$ cat config.mk
export PLATFORM = sky130hd
export DESIGN_NAME = hazard_ctrl_unit
export DESIGN_NICKNAME = d
export VERILOG_FILES = /design/src/rtl/hazard_ctrl_unit.sv
export SDC_FILE = /design/constraint.sdc
export NUM_CORES = 1
export LEC_CHECK = 0
export ABC_CLOCK_PERIOD_IN_PS = 2900
export CORE_ASPECT_RATIO = 0.8
export CORE_UTILIZATION = 40
export CTS_CLUSTER_DIAMETER = 120
export DETAILED_ROUTE_END_ITERATION = 10
export GPL_TIMING_DRIVEN = 0
export PLACE_DENSITY = 0.81
export SETUP_SLACK_MARGIN = 0.2
export SLEW_MARGIN = 20
export SYNTH_ARGS = -nofsm -noshare
export SYNTH_HDL_FRONTEND = slang
export SYNTH_SLANG_ARGS = --single-unit
$ cat constraint.sdc
create_clock -name clk -period 2.9 [get_ports clk]
set_input_delay 0.29 -clock clk [delete_from_list [all_inputs] [get_ports clk]]
set_output_delay 0.29 -clock clk [all_outputs]
set_load 0.02 [all_outputs]
$ cat src/rtl/hazard_ctrl_unit.sv
// Hazard controller for the 5-stage core: load-use stalls, branch flushes, memory freezes.
// Define HAZARD_FORWARD_EN to build in EX-stage forwarding (otherwise any RAW hazard stalls).
module hazard_ctrl_unit #(
    parameter int REG_ADDR_W        = 5,
    parameter int FLUSH_CYCLES      = 1,
    parameter int LOAD_STALL_CYCLES = 1
) (
    input  logic                  clk,
    input  logic                  rst,
    input  logic [REG_ADDR_W-1:0] rs1_de,
    input  logic [REG_ADDR_W-1:0] rs2_de,
    input  logic [REG_ADDR_W-1:0] rs1_ex,
    input  logic [REG_ADDR_W-1:0] rs2_ex,
    input  logic [REG_ADDR_W-1:0] rd_ex,
    input  logic [REG_ADDR_W-1:0] rd_mem,
    input  logic [REG_ADDR_W-1:0] rd_wb,
    input  logic                  regwrite_ex,
    input  logic                  regwrite_mem,
    input  logic                  regwrite_wb,
    input  logic                  memtoreg_ex,
    input  logic                  branch_taken_ex,
    input  logic                  mem_busy,
    output logic                  en_fe_n,
    output logic                  en_de_n,
    output logic                  en_ex_n,
    output logic                  en_mem_n,
    output logic                  clrBU,
    output logic                  clr_ex,
    output logic [1:0]            fwd_a_ex,
    output logic [1:0]            fwd_b_ex
);
    typedef enum logic [1:0] {RUN, LSTALL, FLUSH, MWAIT} state_t;

    localparam logic [2:0] FLUSH_LD = 3'(FLUSH_CYCLES - 1);
    localparam logic [2:0] STALL_LD = 3'(LOAD_STALL_CYCLES - 1);

    state_t     state_q, state_d, sav_q, sav_d, cur;
    logic [2:0] cnt_q, cnt_d, sav_cnt_q, sav_cnt_d, cur_cnt;
    logic       load_use, raw_haz;
    logic [1:0] fa, fb;

    function automatic logic hit(
        input logic                  we,
        input logic [REG_ADDR_W-1:0] rd,
        input logic [REG_ADDR_W-1:0] rs
    );
        return we && (rd != '0) && (rd == rs);
    endfunction

    assign load_use = memtoreg_ex
                    & (hit(regwrite_ex, rd_ex, rs1_de) | hit(regwrite_ex, rd_ex, rs2_de));

`ifdef HAZARD_FORWARD_EN
    function automatic logic [1:0] fsel(input logic [REG_ADDR_W-1:0] rs);
        if (hit(regwrite_mem, rd_mem, rs)) return 2'b10;
        if (hit(regwrite_wb, rd_wb, rs))   return 2'b01;
        return 2'b00;
    endfunction

    assign raw_haz = 1'b0;
    assign fa      = fsel(rs1_ex);
    assign fb      = fsel(rs2_ex);
`else
    logic unused_ex;

    assign raw_haz = hit(regwrite_ex, rd_ex, rs1_de)   | hit(regwrite_ex, rd_ex, rs2_de)
                   | hit(regwrite_mem, rd_mem, rs1_de) | hit(regwrite_mem, rd_mem, rs2_de)
                   | hit(regwrite_wb, rd_wb, rs1_de)   | hit(regwrite_wb, rd_wb, rs2_de);
    assign fa        = 2'b00;
    assign fb        = 2'b00;
    assign unused_ex = ^{rs1_ex, rs2_ex};
`endif

    always_comb begin
        cur     = state_q;
        cur_cnt = cnt_q;
        // Once memory is ready, MWAIT behaves as the operation it interrupted
        if (state_q == MWAIT) begin
            cur     = sav_q;
            cur_cnt = sav_cnt_q;
        end
        state_d   = cur;
        cnt_d     = cur_cnt;
        sav_d     = sav_q;
        sav_cnt_d = sav_cnt_q;
        en_fe_n   = 1'b0;
        en_de_n   = 1'b0;
        en_ex_n   = 1'b0;
        en_mem_n  = 1'b0;
        clrBU     = 1'b0;
        clr_ex    = 1'b0;
        fwd_a_ex  = fa;
        fwd_b_ex  = fb;
        if (mem_busy) begin
            {en_fe_n, en_de_n, en_ex_n, en_mem_n} = 4'hf;
            state_d   = MWAIT;
            sav_d     = cur;
            sav_cnt_d = cur_cnt;
        end else if (branch_taken_ex) begin
            clrBU   = 1'b1;
            clr_ex  = 1'b1;
            state_d = (FLUSH_CYCLES > 1) ? FLUSH : RUN;
            cnt_d   = FLUSH_LD;
        end else begin
            unique case (cur)
                FLUSH: begin
                    clrBU   = 1'b1;
                    clr_ex  = 1'b1;
                    cnt_d   = cur_cnt - 3'd1;
                    state_d = (cur_cnt == 3'd1) ? RUN : FLUSH;
                end
                LSTALL: begin
                    en_fe_n = 1'b1;
                    en_de_n = 1'b1;
                    clr_ex  = 1'b1;
                    cnt_d   = cur_cnt - 3'd1;
                    state_d = (cur_cnt == 3'd1) ? RUN : LSTALL;
                end
                default: begin
                    if (load_use) begin
                        en_fe_n = 1'b1;
                        en_de_n = 1'b1;
                        clr_ex  = 1'b1;
                        state_d = (LOAD_STALL_CYCLES > 1) ? LSTALL : RUN;
                        cnt_d   = STALL_LD;
                    end else if (raw_haz) begin
                        en_fe_n = 1'b1;
                        en_de_n = 1'b1;
                        clr_ex  = 1'b1;
                    end
                end
            endcase
        end
        if (rst) begin
            {en_fe_n, en_de_n, en_ex_n, en_mem_n} = 4'h0;
            clrBU    = 1'b1;
            clr_ex   = 1'b1;
            fwd_a_ex = 2'b00;
            fwd_b_ex = 2'b00;
        end
    end

    always_ff @(posedge clk) begin
        if (rst) begin
            state_q   <= RUN;
            cnt_q     <= 3'd0;
            sav_q     <= RUN;
            sav_cnt_q <= 3'd0;
        end else begin
            state_q   <= state_d;
            cnt_q     <= cnt_d;
            sav_q     <= sav_d;
            sav_cnt_q <= sav_cnt_d;
        end
    end
endmodule

==> flow_summary.yaml, run 1 <==
global_routing:
  overflow: 0
  grt_max_degree: 11
  grt_usage_pct: 18.56
  grt_pass1_wl_um: 3857
  antenna_found_initial: 0
  grt_pass1_vias: 1002
logic_synthesis:
  synth_edf_count: 0
  syn_area_mm2: 0.001027
  synth_top_family_by_area: "XOR/XNOR gates"
  synthAdderAreaFrac_pct: 4.872
  yosys.area.top_type: "xor2_1"
  synth_top_area_share_pct: 20.46
  ys_top_cells_by_count: "xor2_1, nor2_1, dfxtp_1, mux2i_1, nor3_1"
  ys_warn_count: 0
  synth_mux_area_share_pct: 6.821
  synth-simple-area-share_pct: 18.39
  synth_compound_area_share_pct: 16.81
  synth_seq_area_share_pct: 19.49
  synth-main-ff-cell: "dfxtp_1"
  netlist_top_cells_area: "xor2_1, dfxtp_1, mux2i_1"
  synth-async-reset-ratio_pct: 0
  synth_most_common_cell: "xor2_1"
  synth.avg_cell_area_um2: 8.025
  synth.distinct_cells: 32
  synth-seq-cells: 10
  synthCells: 128
  synthXorXnorAreaFrac_pct: 25.58
floorplanning:
  die_area_mm2: 0.002776
  num_io_pins: 53
  initial_utilization_pct: 42.06
  rows: 16
  die_h_um: 47.33
  fp.dieW_um: 58.66
  core_mm2: 0.002442
min_path:
  hold_depth: 2
  min_to: "sav_q[1]"
  hold_class: "input pin to flop"
  hold_start: "rst"
critical_path:
  crit_arrival_ns: 2.42
  reg2reg_from: "state_q[1]"
  cp_cell_sequence: "a21boi_4 -> inv_1 -> ha_1 -> buf_2 -> or2_2 -> a21oi_1 -> a41oi_1 -> buf_4 -> dlygate4sd2_1"
  r2r_slack_ns: 1.12
  critPathKind: "flop to primary output"
  crit_path_end_kind: "primary output"
  slowest_delay_ns: 0.37
  crit_path_top_delay_cell: "dfxtp_1"
  cp_top_family: "buffers and inverters"
  critPathMaxFanout: 10
  start_kind: "flop"
  r2r_cells: 5
  worstPathRequired_ns: 2.61
  rr_endpoint: "cnt_q[1]"
  critPathBufInv: 4
cts:
  cts-htree-levels: 1
  clk_pin_slew_worst_paths_ns: 0.07
  clock_latency_ns: 0.27
  clockBufferDepth: 2
  cts_buffers: 3
  cts_tree: "yes"
  numClockSinks: 10
  clockRootBuffer: "clkbuf_4"
timing:
  rsz0062_at_grt: "yes"
  min_period_ns: 2.707
  setup_violations: 0
  slew_viol_final: 0
  finalSetupTns_ns: 0
  fin_skew_ns: 0.001287
  min_period_over_period_pct: 93.35
  max_freq_ghz: 0.3694
  hold_viol_final: 0
  setup_ws_ns: 0.1930
route:
  drt_iter0_drc: 27
  vias: 1049
  vias_per_cell: 5.043
  dr.pass1.iters: 4
  avgRoutedWirePerCell_um: 11.88
  wirelength_um: 2472
  drc: 0
  ant_nets: 0
placement:
  pre_cts_slack_ns: -0.1254
  dp.cells: 204
  io_buffers: 37
  hpwl_um: 2112
  postPlaceCellArea_mm2: 0.001454
  place_congestion: 0.8443
cells_and_area:
  area_growth_pct: 46.65
  design_area_mm2: 0.001506
  drive_gt1_share_pct: 10.47
  num-nets-final: 220
  final_cells: 208
  num_antenna_cells: 0
power_and_ir_drop:
  p_leak_nw: 0.6243
  ir_worst_vdd_v: 0.0001037
  power.density_mw_per_mm2: 322.5
job:
  cap_violations: 0
status:
  status: "completed"
-- per-layer routing --
metal,up-vias,global-route usage (%),part of all wire (%)
li1,527,-,-
met1,466,19.77,42
met2,48,36.09,49
met3,8,1.102,5.7
met4,0,13.81,2.8
met5,-,0,0
-- worst max path at each step --
stage | from | end | cells after the start
after floorplan | state_q[0] | en_fe_n | 8
after global placement | state_q[0] | en_fe_n | 9
after detailed placement | state_q[0] | en_fe_n | 9
after CTS | state_q[0] | en_fe_n | 9
after global routing | state_q[0] | en_fe_n | 9
final | state_q[0] | en_fe_n | 9
-- flip-flops by register name, summed over array words and instances (netlist names) --
signal and cells:
cnt_q 3, sav_cnt_q 3, sav_q 2, state_q 2
-- power breakdown --
| part | switching (W) | internal [W] | total (W) |
|---|---|---|---|
| clock | 0.0000493 | 0.0000763 | 0.000126 |
| sequential | 0.00000545 | 0.000147 | 0.000152 |
| combinational | 0.000101 | 0.000107 | 0.000208 |
-- repair_timing --
item / 4_1_cts / 5_1_grt
pin swaps: 0 / 0
hold buffers: 0 / 0
setup endpoints to repair: 3 / 3
resized for setup: 8 / 2
gates cloned: 0 / 0
setup buffers: 0 / 0
-- layout by cell type, fill, tap and decap left out, types with 2 or more instances in the layout --
master and instances:
o31ai_1 5, clkbuf_4 3, buf_4 6, dfxtp_1 10, a41oi_1 2, a21oi_1 3, a22oi_1 2, nor3_1 7
ha_1 4, clkbuf_1 2, nand3_1 2, xor2_1 24, xnor2_1 6, nor2_1 15, clkdlybuf4s50_1 34, conb_1 4
or4_1 2, mux2i_1 7, dlygate4sd2_1 2, nand2b_1 2, inv_1 6, nand2_1 5, a211oi_1 3
-- final cells by class --
type	count	area [um2]
buffer	9	57.56
clock buffer	4	36.28
fill	226	935.9
inverter	6	22.52
multi-input combinational	106	774.5
sequential	10	200.2
tap	36	45.04
timing repair buffer	37	370.4
-- through the flow --
| stage | power, W | hold slack [ns] | util, % |
|---|---|---|---|
| 2_1_floorplan | 0.0002691 | 0.4604 | - |
| 3_3_place_gp | 0.0003533 | 0.4727 | 59.53 |
| 3_5_place_dp | 0.0003615 | 0.4788 | 59.53 |
| 4_1_cts | 0.0004919 | 0.3590 | 61.58 |
| 5_1_grt | 0.0005173 | 0.3925 | 61.68 |
| 6_report | 0.0004858 | 0.3631 | 61.68 |
-- cell families after synthesis --
| logic type | Yosys count |
|---|---|
| and+or+nand+nor | 38 |
| xor gates and xnor gates | 30 |
| AOI/OAI and AO/OA | 23 |
| buffers and inverters | 15 |
| DFF | 10 |
| muxes | 7 |
| adders and majority gates | 4 |
| other | 1 |
Note: power is estimated with default switching activity, not from simulation.
==> run 2: changes to the inputs <==
- SLEW_MARGIN: 20 -> unset
==> results of run 2 <==
Same layout as run 1: the final DEF is identical, and so are final timing and power.
==> run 3: changes to the inputs <==
- CAP_MARGIN: unset -> 20
- PLACE_DENSITY: 0.81 -> unset
- PLACE_DENSITY_LB_ADDON: unset -> 0.12
==> flow_summary.yaml, run 3 (same netlist as run 1, synthesis figures left out) <==
floorplanning:
  fp.dieW_um: 58.66
  die_area_mm2: 0.002776
  rows: 16
  core_mm2: 0.002442
  die_h_um: 47.33
  initial_utilization_pct: 42.06
  num_io_pins: 53
critical_path:
  start_kind: "flop"
  critPathMaxFanout: 10
  critPathKind: "flop to primary output"
  crit_arrival_ns: 2.25
  worstPathRequired_ns: 2.61
  crit_path_end_kind: "primary output"
power_and_ir_drop:
  sw_frac_of_total_pct: 32.11
  finalPower_w: 0.0004861
  p_leak_nw: 0.6144
  p_clk_share_pct: 25.1
  p_comb_share_pct: 43.6
  power.internal_w: 0.0003300
  p_seq_share_pct: 31.3
  ir_worst_vdd_v: 0.0002812
  power.switching_w: 0.0001561
  power.density_mw_per_mm2: 324.3
timing:
  max_freq_ghz: 0.3938
  setup_ws_ns: 0.3606
  hold_viol_final: 0
  rsz0062_at_grt: "no"
  min_period_ns: 2.539
  fin_skew_ns: 0.005003
  fin_hold_ws_ns: 0.3876
  min_period_over_period_pct: 87.57
  setup_violations: 0
  slew_viol_final: 0
  finalSetupTns_ns: 0
placement:
  hpwl_um: 2395
  io_buffers: 37
  place_congestion: 0.8001
  dp.cells: 204
  pre_cts_slack_ns: -0.1839
route:
  vias_per_cell: 4.880
  ant_nets: 0
  drt_iter0_drc: 29
  wirelength_um: 2789
  avgRoutedWirePerCell_um: 13.41
  dr.pass1.iters: 4
  drc: 0
  vias: 1015
cts:
  clk_pin_slew_worst_paths_ns: 0.07
  cts-htree-levels: 1
  clockBufferDepth: 2
  clockRootBuffer: "clkbuf_4"
  cts_tree: "yes"
  clock_latency_ns: 0.26
  cts_buffers: 3
  numClockSinks: 10
global_routing:
  grt_max_degree: 11
  antenna_found_initial: 0
  grt_pass1_wl_um: 4533
  grt_usage_pct: 21.95
  overflow: 0
  grt_pass1_vias: 996
cells_and_area:
  drive_gt1_share_pct: 12.21
  num-nets-final: 220
  area_growth_pct: 45.92
  reg_top3: "cnt_q (3), sav_cnt_q (3)"
  fill_cells: 242
  mostFrequentLayoutCell: "clkdlybuf4s50_1"
  num_antenna_cells: 0
  final_cells: 208
  most-common-layout-cells: "clkdlybuf4s50_1, xor2_1, nor2_1"
job:
  cap_violations: 0
min_path:
  hold_class: "input pin to flop"
status:
  status: "completed"
-- run 3: metrics by stage --
step           utilization, %  area, um2
2_1_floorplan               -       1039
3_3_place_gp            59.53       1454
3_5_place_dp            59.53       1454
4_1_cts                 61.22       1495
5_1_grt                 61.37       1499
6_report                61.37       1499
-- run 3: what timing repair did --
action                                  CTS  global route
buffers inserted                          0             0
pin swaps                                 0             0
endpoints found under the setup margin    3             2
resized for setup                         8             9
hold buffers                              0             0
-- run 3: final timing paths --
kind | start | end | slack [ns] | cells past startpoint
hold / removal | rst | sav_q[1] | 0.39 | 2
setup / recovery | state_q[1] | en_fe_n | 0.36 | 8
hold reg to reg | sav_cnt_q[2] | sav_cnt_q[2] | 0.50 | 2
setup reg to reg | state_q[1] | state_q[1] | 1.04 | 7
-- run 3: cell type report --
cell class | instances | area [um2] | share of cell area [%]
clock buffers | 4 | 36.28 | 2.421
plain buffers | 9 | 60.06 | 4.007
inverters | 6 | 22.52 | 1.503
repair buffers | 37 | 359.1 | 23.96
flip-flops and latches | 10 | 201.4 | 13.44
multi-input cells | 106 | 774.5 | 51.67
well taps | 36 | 45.04 | 3.005
-- run 3: power by group through the flow --
| stage | clock network (W) | registers (W) | logic, W |
|---|---|---|---|
| 2_1_floorplan | 0 | 0.000153 | 0.000117 |
| 3_3_place_gp | 0 | 0.000153 | 0.000205 |
| 3_5_place_dp | 0 | 0.000154 | 0.000212 |
| 4_1_cts | 0.000126 | 0.000151 | 0.000211 |
| 5_1_grt | 0.000138 | 0.000153 | 0.000231 |
| 6_report | 0.000122 | 0.000152 | 0.000212 |
-- run 3: layer usage --
layer,wire length (um),part of all wire [%],vias up,global-route usage (%)
met4,0,0,0,0
li1,-,-,527,-
met1,1305,47,461,28.20
met2,1365,49,27,41.38
met5,0,0,-,0
met3,117,4.2,0,4.132
-- run 3: worst max-delay path, stage by stage (launching register included) --
cell,delay [ns]
dfxtp_1,0.39
a21boi_2,0.26
ha_1,0.28
clkbuf_4,0.20
or2_2,0.31
a21oi_1,0.14
a41oi_1,0.08
buf_4,0.18
clkbuf_2,0.15
